--- config.mk ---
export PLATFORM = sky130hd
export DESIGN_NAME = ntt_layer_sequencer
export DESIGN_NICKNAME = d
export VERILOG_FILES = /design/src/rtl/ntt_pkg.sv /design/src/rtl/ntt_addr_delay.sv /design/src/rtl/ntt_layer_sequencer.sv
export SDC_FILE = /design/constraint.sdc
export NUM_CORES = 1
export LEC_CHECK = 0
export CORE_MARGIN = 2
export CORE_UTILIZATION = 49
export DETAILED_ROUTE_END_ITERATION = 10
export PLACE_DENSITY = 0.8
export SYNTH_ARGS = -nofsm -noshare
export SYNTH_HDL_FRONTEND = slang
export SYNTH_SLANG_ARGS = --single-unit
--- constraint.sdc ---
create_clock -name clk -period 7.5 [get_ports clk]
set_clock_uncertainty 0.05 [all_clocks]
set_input_delay 0.75 -clock clk [delete_from_list [all_inputs] [get_ports clk]]
set_output_delay 0.75 -clock clk [all_outputs]
set_load 0.01 [all_outputs]
--- src/rtl/ntt_pkg.sv ---
// Shared constants, FSM states and twiddle helper
// for the Kyber NTT layer sequencer.
package ntt_pkg;

  localparam int N      = 256;
  localparam int Q      = 3329;
  localparam int LAYERS = 7;
  localparam int PAIRS  = N / 2;

  typedef enum logic [1:0] {
    IDLE  = 2'd0,
    ISSUE = 2'd1,
    DRAIN = 2'd2,
    DONE  = 2'd3
  } state_e;

  // Twiddle index of block blk in a layer of size 2**lg.
  function automatic logic [6:0] calc_tw_idx(
    input logic [2:0] lg,
    input logic [6:0] blk,
    input logic       inverse
  );
    logic [8:0] t;
    if (inverse)
      t = (9'd256 >> lg) - 9'd1 - {2'b00, blk};
    else
      t = (9'd128 >> lg) + {2'b00, blk};
    return t[6:0];
  endfunction

endpackage

--- src/rtl/ntt_addr_delay.sv ---
// Shift register carrying {valid, a, b} from
// RAM read issue to butterfly write-back.
module ntt_addr_delay
  import ntt_pkg::*;
#(
  parameter int DEPTH = 4,
  parameter int AW    = 8
) (
  input  logic          clk,
  input  logic          r,
  input  logic          in_valid,
  input  logic [AW-1:0] in_a,
  input  logic [AW-1:0] in_b,
  output logic          out_valid,
  output logic [AW-1:0] out_a,
  output logic [AW-1:0] out_b
);

  logic [DEPTH-1:0] v_q;
  logic [AW-1:0]    a_q [DEPTH];
  logic [AW-1:0]    b_q [DEPTH];

  // Shift one stage per cycle; reset empties the line.
  always_ff @(posedge clk or posedge r) begin
    if (r) begin
      v_q <= '0;
      for (int i = 0; i < DEPTH; i++) begin
        a_q[i] <= '0;
        b_q[i] <= '0;
      end
    end else begin
      v_q[0] <= in_valid;
      a_q[0] <= in_a;
      b_q[0] <= in_b;
      for (int i = 1; i < DEPTH; i++) begin
        v_q[i] <= v_q[i-1];
        a_q[i] <= a_q[i-1];
        b_q[i] <= b_q[i-1];
      end
    end
  end

  assign out_valid = v_q[DEPTH-1];
  assign out_a     = a_q[DEPTH-1];
  assign out_b     = b_q[DEPTH-1];

endmodule

--- src/rtl/ntt_layer_sequencer.sv ---
// Issues 7 NTT/INTT layers of coefficient pairs
// to the butterfly and writes results in place.
module ntt_layer_sequencer
  import ntt_pkg::*;
#(
  parameter int RAM_LAT = 1,
  parameter int BF_LAT  = 3,
  parameter int AW      = 8
) (
  input  logic          clk,
  input  logic          r,
  input  logic          start,
  input  logic          inverse,
  output logic          busy,
  output logic          done,
  output logic          seq_err,
  output logic          rd_en,
  output logic [AW-1:0] rd_addr_a,
  output logic [AW-1:0] rd_addr_b,
  input  logic [11:0]   rd_data_a,
  input  logic [11:0]   rd_data_b,
  output logic [11:0]   bf_in1,
  output logic [11:0]   bf_in2,
  output logic          bf_valid_in,
  output logic          bf_inverse,
  output logic [6:0]    tw_idx,
  input  logic [11:0]   bf_u,
  input  logic [11:0]   bf_v,
  input  logic          bf_valid_out,
  output logic          wr_en,
  output logic [AW-1:0] wr_addr_a,
  output logic [AW-1:0] wr_addr_b,
  output logic [11:0]   wr_data_a,
  output logic [11:0]   wr_data_b
);

  localparam logic [1:0] ST_IDLE  = IDLE;
  localparam logic [1:0] ST_ISSUE = ISSUE;
  localparam logic [1:0] ST_DRAIN = DRAIN;
  localparam logic [1:0] ST_DONE  = DONE;

  logic [1:0]    state;
  logic [2:0]    layer;
  logic [6:0]    pair;
  logic          inv_q;
  logic          busy_q;
  logic          done_q;
  logic          err_q;
  logic [7:0]    inflight;
  logic [7:0]    inflight_nxt;
  logic          issue;
  logic [2:0]    lg;
  logic [3:0]    sh;
  logic [6:0]    blk;
  logic [6:0]    off;
  logic [AW-1:0] len;
  logic [AW-1:0] pa;
  logic [AW-1:0] pb;
  logic [6:0]    tw_now;
  logic          dl_valid;

  logic [RAM_LAT-1:0] v_pipe;
  logic [6:0]         tw_pipe [RAM_LAT];

  assign issue = (state == ST_ISSUE);
  assign lg    = inv_q ? (layer + 3'd1)
                       : (3'd7 - layer);
  assign sh    = {1'b0, lg} + 4'd1;
  assign blk   = pair >> lg;
  assign off   = pair & ((7'd1 << lg) - 7'd1);
  assign len   = AW'(1) << lg;
  assign pa    = (AW'(blk) << sh) + AW'(off);
  assign pb    = pa + len;
  assign tw_now = calc_tw_idx(lg, blk, inv_q);

  assign rd_en     = issue;
  assign rd_addr_a = issue ? pa : '0;
  assign rd_addr_b = issue ? pb : '0;

  assign inflight_nxt = inflight
                      + {7'b0, rd_en}
                      - {7'b0, dl_valid};

  // Layer/pair FSM; drain gates each layer change.
  always_ff @(posedge clk or posedge r) begin
    if (r) begin
      state  <= ST_IDLE;
      layer  <= '0;
      pair   <= '0;
      inv_q  <= 1'b0;
      busy_q <= 1'b0;
      done_q <= 1'b0;
    end else begin
      done_q <= 1'b0;
      case (state)
        ST_IDLE: begin
          if (start && !done_q) begin
            state  <= ST_ISSUE;
            inv_q  <= inverse;
            busy_q <= 1'b1;
            layer  <= '0;
            pair   <= '0;
          end
        end
        ST_ISSUE: begin
          pair <= pair + 7'd1;
          if (pair == 7'(PAIRS - 1))
            state <= ST_DRAIN;
        end
        ST_DRAIN: begin
          if (inflight_nxt == 8'd0) begin
            if (layer == 3'(LAYERS - 1)) begin
              state <= ST_DONE;
            end else begin
              layer <= layer + 3'd1;
              state <= ST_ISSUE;
            end
          end
        end
        ST_DONE: begin
          done_q <= 1'b1;
          busy_q <= 1'b0;
          state  <= ST_IDLE;
        end
        default: state <= ST_IDLE;
      endcase
    end
  end

  // Pairs issued but whose write slot has not passed.
  always_ff @(posedge clk or posedge r) begin
    if (r) inflight <= '0;
    else   inflight <= inflight_nxt;
  end

  // Align valid and twiddle with RAM read data.
  always_ff @(posedge clk or posedge r) begin
    if (r) begin
      v_pipe <= '0;
      for (int i = 0; i < RAM_LAT; i++)
        tw_pipe[i] <= '0;
    end else begin
      v_pipe[0]  <= rd_en;
      tw_pipe[0] <= rd_en ? tw_now : 7'd0;
      for (int i = 1; i < RAM_LAT; i++) begin
        v_pipe[i]  <= v_pipe[i-1];
        tw_pipe[i] <= tw_pipe[i-1];
      end
    end
  end

  // Sticky flag for butterfly output off its slot.
  always_ff @(posedge clk or posedge r) begin
    if (r)
      err_q <= 1'b0;
    else if (bf_valid_out != dl_valid)
      err_q <= 1'b1;
  end

  ntt_addr_delay #(
    .DEPTH (RAM_LAT + BF_LAT),
    .AW    (AW)
  ) u_dly (
    .clk       (clk),
    .r         (r),
    .in_valid  (rd_en),
    .in_a      (rd_addr_a),
    .in_b      (rd_addr_b),
    .out_valid (dl_valid),
    .out_a     (wr_addr_a),
    .out_b     (wr_addr_b)
  );

  assign bf_valid_in = v_pipe[RAM_LAT-1];
  assign tw_idx      = tw_pipe[RAM_LAT-1];
  assign bf_inverse  = inv_q;
  assign bf_in1      = bf_valid_in ? rd_data_a : '0;
  assign bf_in2      = bf_valid_in ? rd_data_b : '0;

  assign wr_en     = bf_valid_out & busy_q & ~r;
  assign wr_data_a = wr_en ? bf_u : '0;
  assign wr_data_b = wr_en ? bf_v : '0;

  assign busy    = busy_q;
  assign done    = done_q;
  assign seq_err = err_q;

endmodule

==> results.json <==
{
  "cp_slowest_cell": "fa_1",
  "finalCriticalPeriod_ns": 6.78,
  "crit_top_cell": "ha_1",
  "clk_latency_ns": 0.34,
  "vias": 4550,
  "cp-end-kind": "output pin",
  "p_leak_nw": 3.38,
  "drc": 0,
  "place_inst": 832,
  "ys.flop_type": "dfrtp_1",
  "grt_max_degree": 60,
  "routabilityCongestion": 1.01,
  "dpl.hpwl_um": 10500,
  "final_nets": 795,
  "grt_first_pass_wirelength_um": 22600,
  "combPwrFrac_pct": 50.0,
  "grt_use_total_pct": 22.7,
  "antenna_found_initial": 0,
  "internal_power_mw": 1.68,
  "rows": 39,
  "path_clk_slew_ns": 0.07,
  "wl_met1_um": 5950,
  "timing.final.crit_share_pct": 90.4,
  "synth_cells": 576,
  "start_kind": "flop",
  "n_fill_cell": 928,
  "synthArstFlopShare_pct": 100,
  "core_region_area_um2": 11300,
  "clock_path_buffers": 2,
  "first_pass_iters": 5,
  "ant_nets": 0,
  "die_x_um": 111,
  "start_util_pct": 49.6,
  "top_layer": "met4",
  "h-tree-depth": 3,
  "crit_path_cell_trace": "inv_2, ha_1, mux2_4, nor2_1, ha_1, a21o_1, or3_1, fa_1, inv_1, ha_1, a21o_1, a21oi_1, o21ai_0, o41ai_1, xor2_1, or2_2, mux2i_1, clkdlybuf4s50_1",
  "cp_max_fo": 12,
  "placed_area_um2": 7090,
  "drt-vias-per-instance": 5.37,
  "die_h_um": 111,
  "required_ns": 6.70,
  "rsz0062_at_grt": "false",
  "root_buffer": "clkbuf_16",
  "powerDensity_nw_per_um2": 366,
  "drt_iter0_drc": 454,
  "fin_area_um2": 7400,
  "synth_cell_types": 58,
  "wire_per_inst_um": 16.2,
  "cts_sinks": 99,
  "slew_viol_final": 0,
  "maxCapViolations": 0,
  "p_seq_share_pct": 32.2,
  "post_cts_buffers": 0,
  "worstHoldPathType": "reg -> reg",
  "p_sw_mw": 1.03,
  "cts_buffers": 9,
  "synth_seq_area_share_pct": 44.1,
  "timing.fmax_mhz": 148,
  "grt-ovfl-total": 0,
  "avgSynthCellArea_um2": 9.75,
  "portBuffers": 146,
  "syn2layout_area_growth_pct": 31.9,
  "tightest_slew_ns": 0.928,
  "power_mw": 2.71,
  "synth-seq-cells": 99,
  "tritoncts": "built",
  "critPathArrivalTime_ns": 5.98,
  "finalSetupViolCount": 0,
  "run_status": "completed",
  "cts_resized": 0,
  "die_area_um2": 12300,
  "hold_buffers": 0,
  "p_clk_share_pct": 17.8,
  "path_class": "reg -> out",
  "instances_no_fill": 848,
  "syn_nets": 671,
  "grt_pass1_vias": 4531,
  "netlist_area_um2": 5610,
  "yosys_warnings": 0,
  "wl_met2_um": 6860,
  "switching_share_pct": 38.1,
  "antenna_cells": 0,
  "slew_headroom_pct": 38.1,
  "peakVddDrop_uv": 280,
  "dr_wl_met3_um": 710,
  "ios": 147,
  "tns_ns": 0,
  "wl_um": 13800,
  "hold_viol": 0,
  "synth_edf_count": 0,
  "max_stage_delay_ns": 0.59,
  "drive_above_1_share_pct": 5.39
}
[cell usage after synthesis (4+ instances only)]
master | count | share of area, %
dfrtp_1 | 99 | 44
and2_1 | 63 | 7.0
nand2_1 | 44 | 2.9
nor2_1 | 40 | 2.7
ha_1 | 37 | 8.2
inv_1 | 35 | 2.3
a21oi_1 | 25 | 2.2
o21ai_0 | 25 | 2.2
xnor2_1 | 22 | 3.4
clkbuf_1 | 18 | 1.2
buf_4 | 16 | 2.1
nor3_1 | 13 | 1.2
a21o_1 | 10 | 1.3
nand2b_1 | 9 | 1.0
nand3_1 | 9 | 0.80
xor2_1 | 9 | 1.4
nor2b_1 | 8 | 0.89
a211oi_1 | 6 | 0.80
and3_1 | 6 | 0.67
mux2i_1 | 6 | 1.1
a31oi_1 | 5 | 0.56
fa_1 | 5 | 1.8
a311oi_1 | 4 | 0.62
mux2_2 | 4 | 0.80
o21a_1 | 4 | 0.53
o31ai_1 | 4 | 0.53
[routing by layer]
metal | track usage [%] | up-vias
li1 | - | 2188
met1 | 29.9 | 2216
met3 | 4.05 | 21
met2 | 38.1 | 125
met5 | 0 | -
met4 | 7.57 | 0
[sequential cells by signal, indices dropped and copies added (netlist names), 4 cells and up]
| signal | flops |
|---|---|
| u_dly.a_q | 24 |
| u_dly.b_q | 24 |
| inflight | 8 |
| u_dly.out_a | 8 |
| u_dly.out_b | 8 |
| pair | 7 |
| tw_idx | 7 |
| u_dly.v_q | 4 |
[critical path, delay by kind of cell (launching register included)]
kind | cells | cell delay [ns]
adders and majority gates | 4 | 1.66
AOI/OAI and AO/OA | 5 | 1.11
and+or+nand+nor | 3 | 0.96
buffers and inverters | 3 | 0.76
muxes | 2 | 0.56
DFF | 1 | 0.41
xor gates and xnor gates | 1 | 0.16
[area by class of cell]
cell class | count | area (µm²) | area share (%)
Multi-Input combinational cell | 401 | 2780 | 37.6
Sequential cell | 99 | 2480 | 33.5
Timing Repair Buffer | 152 | 1510 | 20.3
Clock buffer | 9 | 225 | 3.04
Tap cell | 143 | 179 | 2.42
Inverter | 37 | 141 | 1.91
Clock inverter | 7 | 92.6 | 1.25
[cell families after synthesis]
group / synth area share [%]
AND/OR/NAND/NOR: 19.4
AO/OA/AOI/OAI: 12.3
flip-flops: 44.1
buffers and inverters: 6.31
adder cells (fa/ha/maj): 10.0
XOR/XNOR: 4.84
multiplexers: 3.05
[power groups by stage]
| stage | clock network, mW | registers [mW] | logic, mW |
|---|---|---|---|
| after floorplan | 0 | 0.832 | 0.892 |
| after global placement | 0 | 0.867 | 1.31 |
| after detailed placement | 0 | 0.881 | 1.35 |
| after CTS | 0.496 | 0.874 | 1.36 |
| after global routing | 0.512 | 0.894 | 1.49 |
| final | 0.482 | 0.871 | 1.35 |
[per-stage QoR]
stage               hold WS (ns)  worst slack [ns]  util, %
finish                     0.297             0.721     65.4
global route               0.302             0.230     65.4
CTS                        0.297             0.692     65.4
detailed placement         0.285              1.07     62.6
global placement           0.282              1.23     62.6
floorplan                  0.281              1.56        -
[path summary, 6_finish.rpt]
path,from,end,slack [ns],cells past startpoint
hold reg to reg,u_dly.a_q[31]$_DFF_PP0_,u_dly.a_q[23]$_DFF_PP0_,0.30,0
setup reg to reg,layer[0]$_DFFE_PP0P_,u_dly.b_q[31]$_DFF_PP0_,2.30,17
max in group asynchronous,r,u_dly.a_q[29]$_DFF_PP0_,5.58,3
min in group asynchronous,r,u_dly.a_q[15]$_DFF_PP0_,0.75,2
hold / removal,u_dly.a_q[31]$_DFF_PP0_,u_dly.a_q[23]$_DFF_PP0_,0.30,0
setup / recovery,layer[0]$_DFFE_PP0P_,rd_addr_b[7],0.72,18
[layout by cell type, fill, tap and decap left out, types with 6 or more instances in the layout]
master / synthesis / final
a211oi_1: 6 / 6
a21o_1: 10 / 10
a21oi_1: 25 / 25
and2_1: 63 / 63
and3_1: 6 / 6
buf_4: 16 / 6
clkbuf_16: 0 / 9
clkdlybuf4s50_1: 0 / 146
dfrtp_1: 99 / 99
ha_1: 37 / 37
inv_1: 35 / 34
mux2i_1: 6 / 6
nand2_1: 44 / 44
nand2b_1: 9 / 9
nand3_1: 9 / 9
nor2_1: 40 / 40
nor2b_1: 8 / 8
nor3_1: 13 / 13
o21ai_0: 25 / 25
xnor2_1: 22 / 22
xor2_1: 9 / 9
Power figures use the tool's default switching activity.
